--- config.mk ---
export PLATFORM = sky130hd
export DESIGN_NAME = alu_arbiter
export DESIGN_NICKNAME = d
export VERILOG_FILES = /design/src/rtl/alu_pkg.sv /design/src/rtl/alu.sv /design/src/rtl/alu_arbiter.sv
export SDC_FILE = /design/constraint.sdc
export NUM_CORES = 1
export LEC_CHECK = 0
export BUFFER_PORTS_ARGS = -buffer_cell sky130_fd_sc_hd__buf_4
export CORE_AREA = 2 2 152 125
export CTS_CLUSTER_DIAMETER = 40
export DETAILED_ROUTE_END_ITERATION = 7
export DIE_AREA = 0 0 154 127
export GPL_TIMING_DRIVEN = 0
export PLACE_DENSITY = 0.83
export SLEW_MARGIN = 20
export SYNTH_ARGS = -nofsm -noshare
export SYNTH_HDL_FRONTEND = slang
export SYNTH_HIERARCHICAL = 1
export SYNTH_SLANG_ARGS = --single-unit
--- constraint.sdc ---
create_clock -name clk -period 6.9 [get_ports clk]
set_clock_uncertainty 0.1 [all_clocks]
set_input_delay 1.38 -clock clk [delete_from_list [all_inputs] [get_ports clk]]
set_output_delay 1.38 -clock clk [all_outputs]
set_load 0.02 [all_outputs]
--- src/rtl/alu_pkg.sv ---
// Shared definitions for the ALU arbiter slice: op codes, datapath width
// and the two-state output register encoding.
package alu_pkg;

    localparam int DATA_W = 32;

    localparam logic [2:0] OP_ADD = 3'b000;
    localparam logic [2:0] OP_SUB = 3'b001;
    localparam logic [2:0] OP_SLL = 3'b010;
    localparam logic [2:0] OP_SLT = 3'b011;
    localparam logic [2:0] OP_XOR = 3'b100;
    localparam logic [2:0] OP_OR  = 3'b101;
    localparam logic [2:0] OP_AND = 3'b110;
    localparam logic [2:0] OP_BAD = 3'b111;

    typedef logic state_t;
    localparam state_t ST_EMPTY = 1'b0;
    localparam state_t ST_FULL  = 1'b1;

endpackage

--- src/rtl/alu.sv ---
// Combinational ALU shared by both requesters; the unsupported op code
// produces a zero result and is flagged by the caller.
module alu
    import alu_pkg::*;
#(
    parameter int DATA_W = 32
) (
    input  logic [DATA_W-1:0] a_i,
    input  logic [DATA_W-1:0] b_i,
    input  logic [2:0]        op_i,
    output logic [DATA_W-1:0] result_o
);

    logic signed [DATA_W-1:0] a_s;
    logic signed [DATA_W-1:0] b_s;

    assign a_s = a_i;
    assign b_s = b_i;

    always_comb begin
        result_o = '0;
        case (op_i)
            OP_ADD:  result_o = a_i + b_i;
            OP_SUB:  result_o = a_i - b_i;
            OP_SLL:  result_o = a_i << b_i[4:0];
            OP_SLT:  result_o = {{(DATA_W-1){1'b0}}, (a_s < b_s)};
            OP_XOR:  result_o = a_i ^ b_i;
            OP_OR:   result_o = a_i | b_i;
            OP_AND:  result_o = a_i & b_i;
            default: result_o = '0;
        endcase
    end

endmodule

--- src/rtl/alu_arbiter.sv ---
// Two-requester round-robin front end for a single ALU with a one-deep
// registered response that drains and refills on the same edge.
module alu_arbiter
    import alu_pkg::*;
#(
    parameter int DATA_W = 32
) (
    input  logic              clk,
    input  logic              rst_n,
    input  logic              req0_valid,
    output logic              req0_ready,
    input  logic [DATA_W-1:0] req0_a,
    input  logic [DATA_W-1:0] req0_b,
    input  logic [2:0]        req0_op,
    input  logic              req1_valid,
    output logic              req1_ready,
    input  logic [DATA_W-1:0] req1_a,
    input  logic [DATA_W-1:0] req1_b,
    input  logic [2:0]        req1_op,
    output logic              rsp_valid,
    input  logic              rsp_ready,
    output logic              rsp_id,
    output logic [DATA_W-1:0] rsp_result,
    output logic              rsp_zero,
    output logic              rsp_err
);

    state_t            state_q, state_d;
    logic              ptr_q, ptr_d;
    logic              id_q, id_d;
    logic [DATA_W-1:0] result_q, result_d;
    logic              zero_q, zero_d;
    logic              err_q, err_d;

    logic              can_accept;
    logic              winner;
    logic              grant;
    logic [DATA_W-1:0] mux_a, mux_b;
    logic [2:0]        mux_op;
    logic [DATA_W-1:0] alu_res;

    // Readies are gated by rst_n so nothing is offered while reset is held.
    always_comb begin
        can_accept = (state_q == ST_EMPTY) || rsp_ready;
        winner     = (req0_valid && req1_valid) ? ptr_q : req1_valid;
        grant      = rst_n && can_accept && (req0_valid || req1_valid);
        req0_ready = grant && !winner;
        req1_ready = grant && winner;
        mux_a      = winner ? req1_a  : req0_a;
        mux_b      = winner ? req1_b  : req0_b;
        mux_op     = winner ? req1_op : req0_op;
    end

    alu #(.DATA_W(DATA_W)) u_alu (
        .a_i      (mux_a),
        .b_i      (mux_b),
        .op_i     (mux_op),
        .result_o (alu_res)
    );

    always_comb begin
        state_d  = state_q;
        ptr_d    = ptr_q;
        id_d     = id_q;
        result_d = result_q;
        zero_d   = zero_q;
        err_d    = err_q;
        if (grant) begin
            state_d  = ST_FULL;
            ptr_d    = ~winner;
            id_d     = winner;
            result_d = alu_res;
            zero_d   = (alu_res == '0);
            err_d    = (mux_op == OP_BAD);
        end else if (rsp_ready) begin
            state_d = ST_EMPTY;
        end
    end

    always_ff @(posedge clk or negedge rst_n) begin
        if (!rst_n) begin
            state_q  <= ST_EMPTY;
            ptr_q    <= 1'b0;
            id_q     <= 1'b0;
            result_q <= '0;
            zero_q   <= 1'b0;
            err_q    <= 1'b0;
        end else begin
            state_q  <= state_d;
            ptr_q    <= ptr_d;
            id_q     <= id_d;
            result_q <= result_d;
            zero_q   <= zero_d;
            err_q    <= err_d;
        end
    end

    assign rsp_valid  = (state_q == ST_FULL);
    assign rsp_id     = id_q;
    assign rsp_result = result_q;
    assign rsp_zero   = zero_q;
    assign rsp_err    = err_q;

endmodule
# ---- Yosys cells after proc, flatten, opt, wreduce, memory -nomap -nowiden
# Cells that the tools add are included.
dict set report op_classes {
  reduce_logical 11
  addsub 2
  shift 1
  eq_ne 7
  n_lt_le_gt_ge 1
  n_bitwise 5
  mux 7
}
# cell n
set ops {}
lappend ops {{one-hot mux 32 bit (7 select lines)} 1}
lappend ops {{two-way mux 32 bit} 2}
lappend ops {{adder 32 bit} 1}
lappend ops {{AND 32 bit} 1}
lappend ops {{logical NOT 32 bit} 1}
lappend ops {{less-than comparator 32 bit} 1}
lappend ops {{bitwise OR 32 bit} 1}
lappend ops {{left shift 32 x 5 -> 32 bit} 1}
lappend ops {{subtractor 32 bit} 1}
lappend ops {{XOR 32 bit} 1}
lappend ops {{== test 3 bit, second input constant} 4}
lappend ops {{== test 3 x 2 -> 1 bit, second input constant} 2}
lappend ops {{logical AND 1 bit} 5}
lappend ops {{== test 3 x 1 -> 1 bit, second input constant} 1}
lappend ops {{logical NOT 3 bit} 1}
lappend ops {{two-way mux 1 bit} 3}
lappend ops {{two-way mux 3 bit} 1}
lappend ops {{logical OR 1 bit} 2}
lappend ops {{inverter 1 bit} 2}
lappend ops {{nonzero test 2 bit} 1}
lappend ops {{logical NOT 1 bit} 1}
dict set report totals {
  output_inout_bits 38
  wordCells 40
  regBits 37
  inputBits 139
}

# ---- Longest topological paths before layout
dict set report logic_depth {
  word_depth 6
  depth_mapped 23
  mapped_depth_nobuf 18
}

# ---- By module
# Netlist, hierarchy kept.
# mod area_per_inst_um2 seq_area_each_um2 cells_each instances
set by_module_without_submodules {}
lappend by_module_without_submodules {alu 7241.9 0.0 1082 1}
lappend by_module_without_submodules {alu_arbiter 2501.1 925.9 241 1}

# ---- Worst setup path before layout
# No wires, ideal clock.
dict set report synth_path {
  path_type {input to register}
  from {input req0_valid}
  to {register zero_q, in the netlist rsp_zero}
  arrival_time_ns 5.896
  setup_time_ns 0.095
  required_ns 6.705
  slack_ns 0.809
  path_buffers 6
  stages 22
  cell_sequence {inv_2 o21ai_4 buf_8 buf_12 mux2_4 buf_2 inv_1 clkbuf_1 buf_1 ha_1 buf_2 or4_4 and3b_4 o211a_1 o21a_1 a21oi_1 o21a_1 nor4_1 a311o_1 nor4_1 nand4_1 o31ai_1}
}
dict set report synth_between {
  elab_chain_cells 6
  word_cells_on_any_way 23
  classes_between {add/sub: 2; order compare: 1; eq/ne: 6; shift: 1; mux: 5; bitwise: 3; reduce/logical: 5}
}
# item line
set synth_rtl {}
lappend synth_rtl {{start, declared} alu_arbiter.sv:10} ;# input logic req0_valid,
lappend synth_rtl {{logical AND 1 bit (*)} alu_arbiter.sv:45} ;# winner = (req0_valid && req1_valid) ? ptr_q : req1_valid;
lappend synth_rtl {{two-way mux 1 bit (*)} alu_arbiter.sv:45}
lappend synth_rtl {{two-way mux 32 bit (*)} alu_arbiter.sv:50} ;# mux_b = winner ? req1_b : req0_b;
lappend synth_rtl {{named net mux_b[2]} alu_arbiter.sv:38} ;# logic [DATA_W-1:0] mux_a, mux_b;
lappend synth_rtl {{subtractor 32 bit, or another cell as far along} alu.sv:24} ;# OP_SUB: result_o = a_i - b_i;
lappend synth_rtl {{one-hot mux 32 bit (7 select lines) (*)} alu.sv:22} ;# case (op_i)
lappend synth_rtl {{named net alu_res[27]} alu_arbiter.sv:40} ;# logic [DATA_W-1:0] alu_res;
lappend synth_rtl {{logical NOT 32 bit (*)} alu_arbiter.sv:73} ;# zero_d = (alu_res == '0);
lappend synth_rtl {{end signal, assigned} alu_arbiter.sv:93} ;# zero_q <= zero_d;
lappend synth_rtl {{end, declared} alu_arbiter.sv:32} ;# logic zero_q, zero_d;
# Mark *: on every way through the listed nets, which the timed path passes. The rest lies on a longest branch.
# A chain may end at the register's enable or synchronous reset.

# ---- Worst setup path after layout
dict set report layout_path {
  from {input req0_valid}
  to {register zero_q, in the netlist rsp_zero}
}
dict set report layout_between {
  elab_chain_cells 6
  word_cells_on_any_way 23
  classes_between {add/sub: 2; order compare: 1; eq/ne: 6; shift: 1; mux: 5; bitwise: 3; reduce/logical: 5}
}
# item line
set layout_rtl {}
lappend layout_rtl {{logical AND 1 bit (*)} alu_arbiter.sv:45}
lappend layout_rtl {{two-way mux 1 bit (*)} alu_arbiter.sv:45}
lappend layout_rtl {{two-way mux 32 bit (*)} alu_arbiter.sv:50}
lappend layout_rtl {{named net mux_b[2]} alu_arbiter.sv:38}
lappend layout_rtl {{less-than comparator 32 bit or left shift 32 x 5 -> 32 bit (tied branches)} {alu.sv:26, alu.sv:25}}
lappend layout_rtl {{one-hot mux 32 bit (7 select lines) (*)} alu.sv:22}
lappend layout_rtl {{named net alu_res[0]} alu_arbiter.sv:40}
lappend layout_rtl {{logical NOT 32 bit (*)} alu_arbiter.sv:73}
# Marks and branches as above.

==> results by stage <==
Power:
- The switching portion of total power is 54.0%.
- The sequential share of power is 13.4%.
- The clock share of power is 9.5%.
- The net switching component of the power is 1.24 mW.
- The leakage power figure is 5.54 nW.
- The power share of the combinational group is 77.1%.
- The maximum VDD drop is 0.104 mV.
- In this run the power density over the cells is 199 mW/mm^2.
- The internal power of the cells is 1.06 mW.

Timing:
- The worst-case setup margin in the final layout is 0.192 ns.
- In this run the tightest slew margin relative to its limit is 28.6%.
- The hold violation total from the final report is 0.
- The total count of max-transition violations in the final report is 0.
- The sum of negative setup slack is 0 ns.
- Setup repair after global routing left no endpoint under its margin.
- Based on the critical path, the design can be clocked at up to 149 MHz.
- Setup violations remaining at the end of the flow were counted as 0.
- The final cycle utilization of the critical path is 97.2%.
- Subtracting the final worst setup slack from the clock period gives 6.71 ns.
- The actual slew at the worst max-slew pin is 1.05 ns.

Layout:
- Summing all multi-input logic gate instances after layout gives 0.00797 sq mm.
- The total number of nets in the final design is 1759.
- In the final layout, the share of cells above drive strength 1 is 23.7%.
- The number of cells in the finished layout apart from fillers is 1739.
- The final cell area excluding filler cells is 0.0116 sq mm.
- Relative to the synthesized area, the layout overhead comes to 18.6%.
- The number of filler instances in the final layout is 1648.
- In the final layout, flip-flops and latches occupy 926 sq um.
- The repair_antennas step left the layout with diodes totalling 0.

Placed design:
- In this run the cell area measured after placement is 0.0114 sq mm.
- The number of I/O port buffers is 176.
- Before CTS, the worst setup slack after placement is -1.19 ns.
- The detailed placer's ending HPWL is 33600 um.
- Including well taps, the total number of placed cells is 1729.
- At the end of routability-driven placement, the weighted congestion stood at 1.08.

Synthesis:
- For this run, the leading register cell type out of synthesis is dfrtp_1.
- The post-synthesis cell type count is 91.
- The share of cell area taken by muxes after synthesis is 17.7%.
- After synthesis, the largest family of logic cells by area is compound AO/OA/AOI/OAI gates.
- The basic-gate share of the synthesized area counting and, or, nand and nor cells is 19.9%.
- In the synthesized netlist, the number of instances is 1323.
- In this run the mean area of a mapped cell was 7.36 sq um.
- The synthesized netlist devotes 28.4% of its cell area to compound gates.
- Counting every net in the synthesized netlist gives 1574.
- The number of register bits inferred by synthesis is 37.
- The cell area after technology mapping is 0.00974 sq mm.
- For this run, the number of Yosys warnings is 6.
- Counting flops with an async set or reset pin after synthesis yields a share of 100%.
- The share of the yosys chip area belonging to registers is 9.50%.
- The number of enable flip-flop cells after synthesis is 0.
- The area share of xor/xnor cells in the synthesized design is 0.989%.
- Of the total synthesized cell area, the portion taken by full adders, half adders and majority gates is 14.5%.

Critical path:
- The data arrival time of the worst path is 6.80 ns.
- In this run the worst setup path begins at req0_valid.
- The critical path is of the in -> reg type.
- On the critical path, the stage with the largest delay is an instance of o41a_1.
- The critical path's largest stage delay is 0.48 ns.
- At the worst endpoint, the required time is 6.99 ns.
- In this run the worst setup path terminates at rsp_zero$_DFFE_PN0P_.
- The register-to-register path setup slack is 0.98 ns.
- Along the worst path, the maximum fanout reaches 11.
- Walking the worst path, the cells encountered are buf_4 > inv_2 > o21ai_4 > buf_8 > buf_12 > mux2_4 > clkinvlp_4 > buf_4 > ha_1 > buf_2 > nor2_1 > o311ai_2 > a311oi_2 > a211oi_2 > o211ai_1 > o311ai_2 > o41a_1 > o2111ai_1 > o211ai_1 > nor4_1 > nand4_1 > o31ai_1.
- The endpoint class of the critical path is a register.
- The worst register-to-register path ends at rsp_zero$_DFFE_PN0P_.
- The depth of the most critical reg-to-reg path is 20.
- The startpoint of the most critical register-to-register path is ptr_q$_DFFE_PN0P_.
- The worst setup path is launched from an input pin.

Clocking:
- The worst-case clock buffer depth is 2.
- The CTS tree is built.
- The total number of H-tree levels is 2.
- The clock reaches the later pin of the worst-skew pair after 0.28 ns.
- The library cell used as clock root buffer is clkbuf_16.
- The number of hold buffers added after CTS is 0.
- After clock tree synthesis, the clock-pin slew on the worst setup and hold paths is 0.06 ns.
- The number of clock sinks seen by CTS is 37.
- The number of clock buffers inserted by TritonCTS is 5.

Global routing:
- Global routing finished with a remaining overflow of 0.
- The total routing resource utilization after global routing is 41.9%.
- The number of global-route vias before repair is 10.6k.
- The initial antenna violation count is 0.
- The first global-routing pass estimated 62900 um of wire.
- Entering global routing, the biggest net connects 39 pins.

Route:
- For this run, design rule violations remaining after detail routing come to 0.
- Once detail routing completed, the nets flagged for antenna violations numbered 0.
- After detailed routing, the average wire length per cell comes to 24.3 um.
- After detailed routing, the number of vias per cell comes to 6.66.
- The overall via count from detail_route is 11.6k.
- For this block, the initial DRC count from the detailed router was 1822.
- Before antenna repair, the detailed router went through 7 iterations.
- Wires add up to 42200 um.

Die:
- The number of placement rows is 44.
- The initial core utilization is 54.5%.
- From left edge to right edge, the die measures 154 um.
- The number of placed I/O pins is 177.
- From bottom edge to top edge, the die measures 127 um.
- The die covers 0.0196 sq mm.
- The placeable core area is 0.0179 sq mm.

Flow run:
- The max capacitance violation total is 0.

Hold path:
- The class of the most critical hold timing path is reg -> reg.

Run status:
- The run finished with clean final reports.
## worst max-delay path, delay by kind of cell
family / cells / cell delay, ns
buffers and inverters: 7 / 1.15
adders and majority gates: 1 / 0.26
AOI/OAI and AO/OA: 10 / 2.76
and+or+nand+nor: 3 / 0.79
muxes: 1 / 0.42
## cells in the final DEF (no fill, tap or decap), types with 25 or more instances in the layout
| master | count |
|---|---|
| o21ai_0 | 78 |
| mux2i_1 | 25 |
| a211oi_1 | 25 |
| ha_1 | 110 |
| mux2_2 | 32 |
| inv_1 | 91 |
| buf_4 | 188 |
| a21oi_1 | 99 |
| mux2_4 | 38 |
| buf_2 | 27 |
| clkbuf_1 | 41 |
| dfrtp_1 | 37 |
| nor2_1 | 104 |
| nand2_1 | 221 |
## worst min path at each step
stage	startpoint	end	cells after the start
floorplan	ptr_q$_DFFE_PN0P_	ptr_q$_DFFE_PN0P_	2
global placement	rsp_result[6]$_DFFE_PN0P_	rsp_result[6]$_DFFE_PN0P_	2
detailed placement	rsp_id$_DFFE_PN0P_	rsp_id$_DFFE_PN0P_	1
CTS	rsp_id$_DFFE_PN0P_	rsp_id$_DFFE_PN0P_	1
global route	rsp_zero$_DFFE_PN0P_	rsp_zero$_DFFE_PN0P_	2
finish	rsp_result[7]$_DFFE_PN0P_	rsp_result[7]$_DFFE_PN0P_	2
## metrics by stage
step                      power [mW]  utilization [%]  hold slack [ns]
after floorplan                 1.41                -            0.424
after global placement          1.96             63.4            0.362
after detailed placement        1.98             63.5            0.369
after CTS                       2.21             64.4            0.381
after global routing            2.40             64.6            0.405
final                           2.29             64.6            0.380
## layout make-up
class | count | share of cell area (%)
sequential | 37 | 8.01
tap | 230 | 2.49
inverter | 99 | 3.25
multi-input combinational | 1092 | 68.9
clock buffer | 5 | 1.08
timing repair buffer | 181 | 11.8
clock inverter | 3 | 0.152
buffer | 92 | 4.31
## Yosys cell counts (all sizes together) (9+ instances only)
master | instances | share of area (%)
nor3 | 22 | 1.1
o22ai | 12 | 0.77
nand2b | 16 | 1.0
nand4 | 11 | 0.71
nor2b | 9 | 0.58
mux2 | 70 | 9.6
a21o | 22 | 1.7
xnor2 | 10 | 0.90
a31oi | 15 | 1.0
buf | 52 | 3.5
nor2 | 106 | 4.2
a221oi | 12 | 1.2
ha | 110 | 14
a211oi | 26 | 2.1
o221ai | 16 | 1.4
o21ai | 94 | 4.9
clkbuf | 43 | 1.7
nor4 | 17 | 1.1
nand3 | 15 | 0.77
mux4 | 24 | 5.5
a21oi | 99 | 5.1
inv | 99 | 3.8
o211ai | 11 | 0.99
o21bai | 16 | 1.2
nand2 | 222 | 8.6
mux2i | 25 | 2.6
dfrtp | 37 | 9.5
## timing repair
item                                    4_1_cts  5_1_grt
pin swaps                                     2        1
setup buffers                                 2        3
gates resized for setup                       3        4
endpoints found under the setup margin        8        1
## per-layer routing
layer / wire, um / global-route usage, %
met1: 16500 / 55.3
met2: 16900 / 60.7
met3: 7150 / 18.0
met4: 1690 / 15.8
met5: 0 / 0
## flip-flops by register name (all words and copies together) (netlist names)
name        count
rsp_err         1
rsp_valid       1
rsp_result     32
rsp_zero        1
rsp_id          1
ptr_q           1
## kinds of logic (layout without fill, tap and decap cells)
group                    count (synthesis)  after routing
adder cells (fa/ha/maj)                112            112
AND/OR/NAND/NOR                        444            444
XOR/XNOR                                11             11
flip-flops                              37             37
buffers and inverters                  194            380
multiplexers                           119            119
AO/OA/AOI/OAI                          406            406
## power groups by stage
stage | clock network, mW | registers, mW | logic, mW
finish | 0.218 | 0.308 | 1.77
global route | 0.225 | 0.314 | 1.86
CTS | 0.218 | 0.307 | 1.68
detailed placement | 0 | 0.310 | 1.67
global placement | 0 | 0.306 | 1.65
floorplan | 0 | 0.374 | 1.04
No activity file was read; power rests on OpenSTA's default activity.
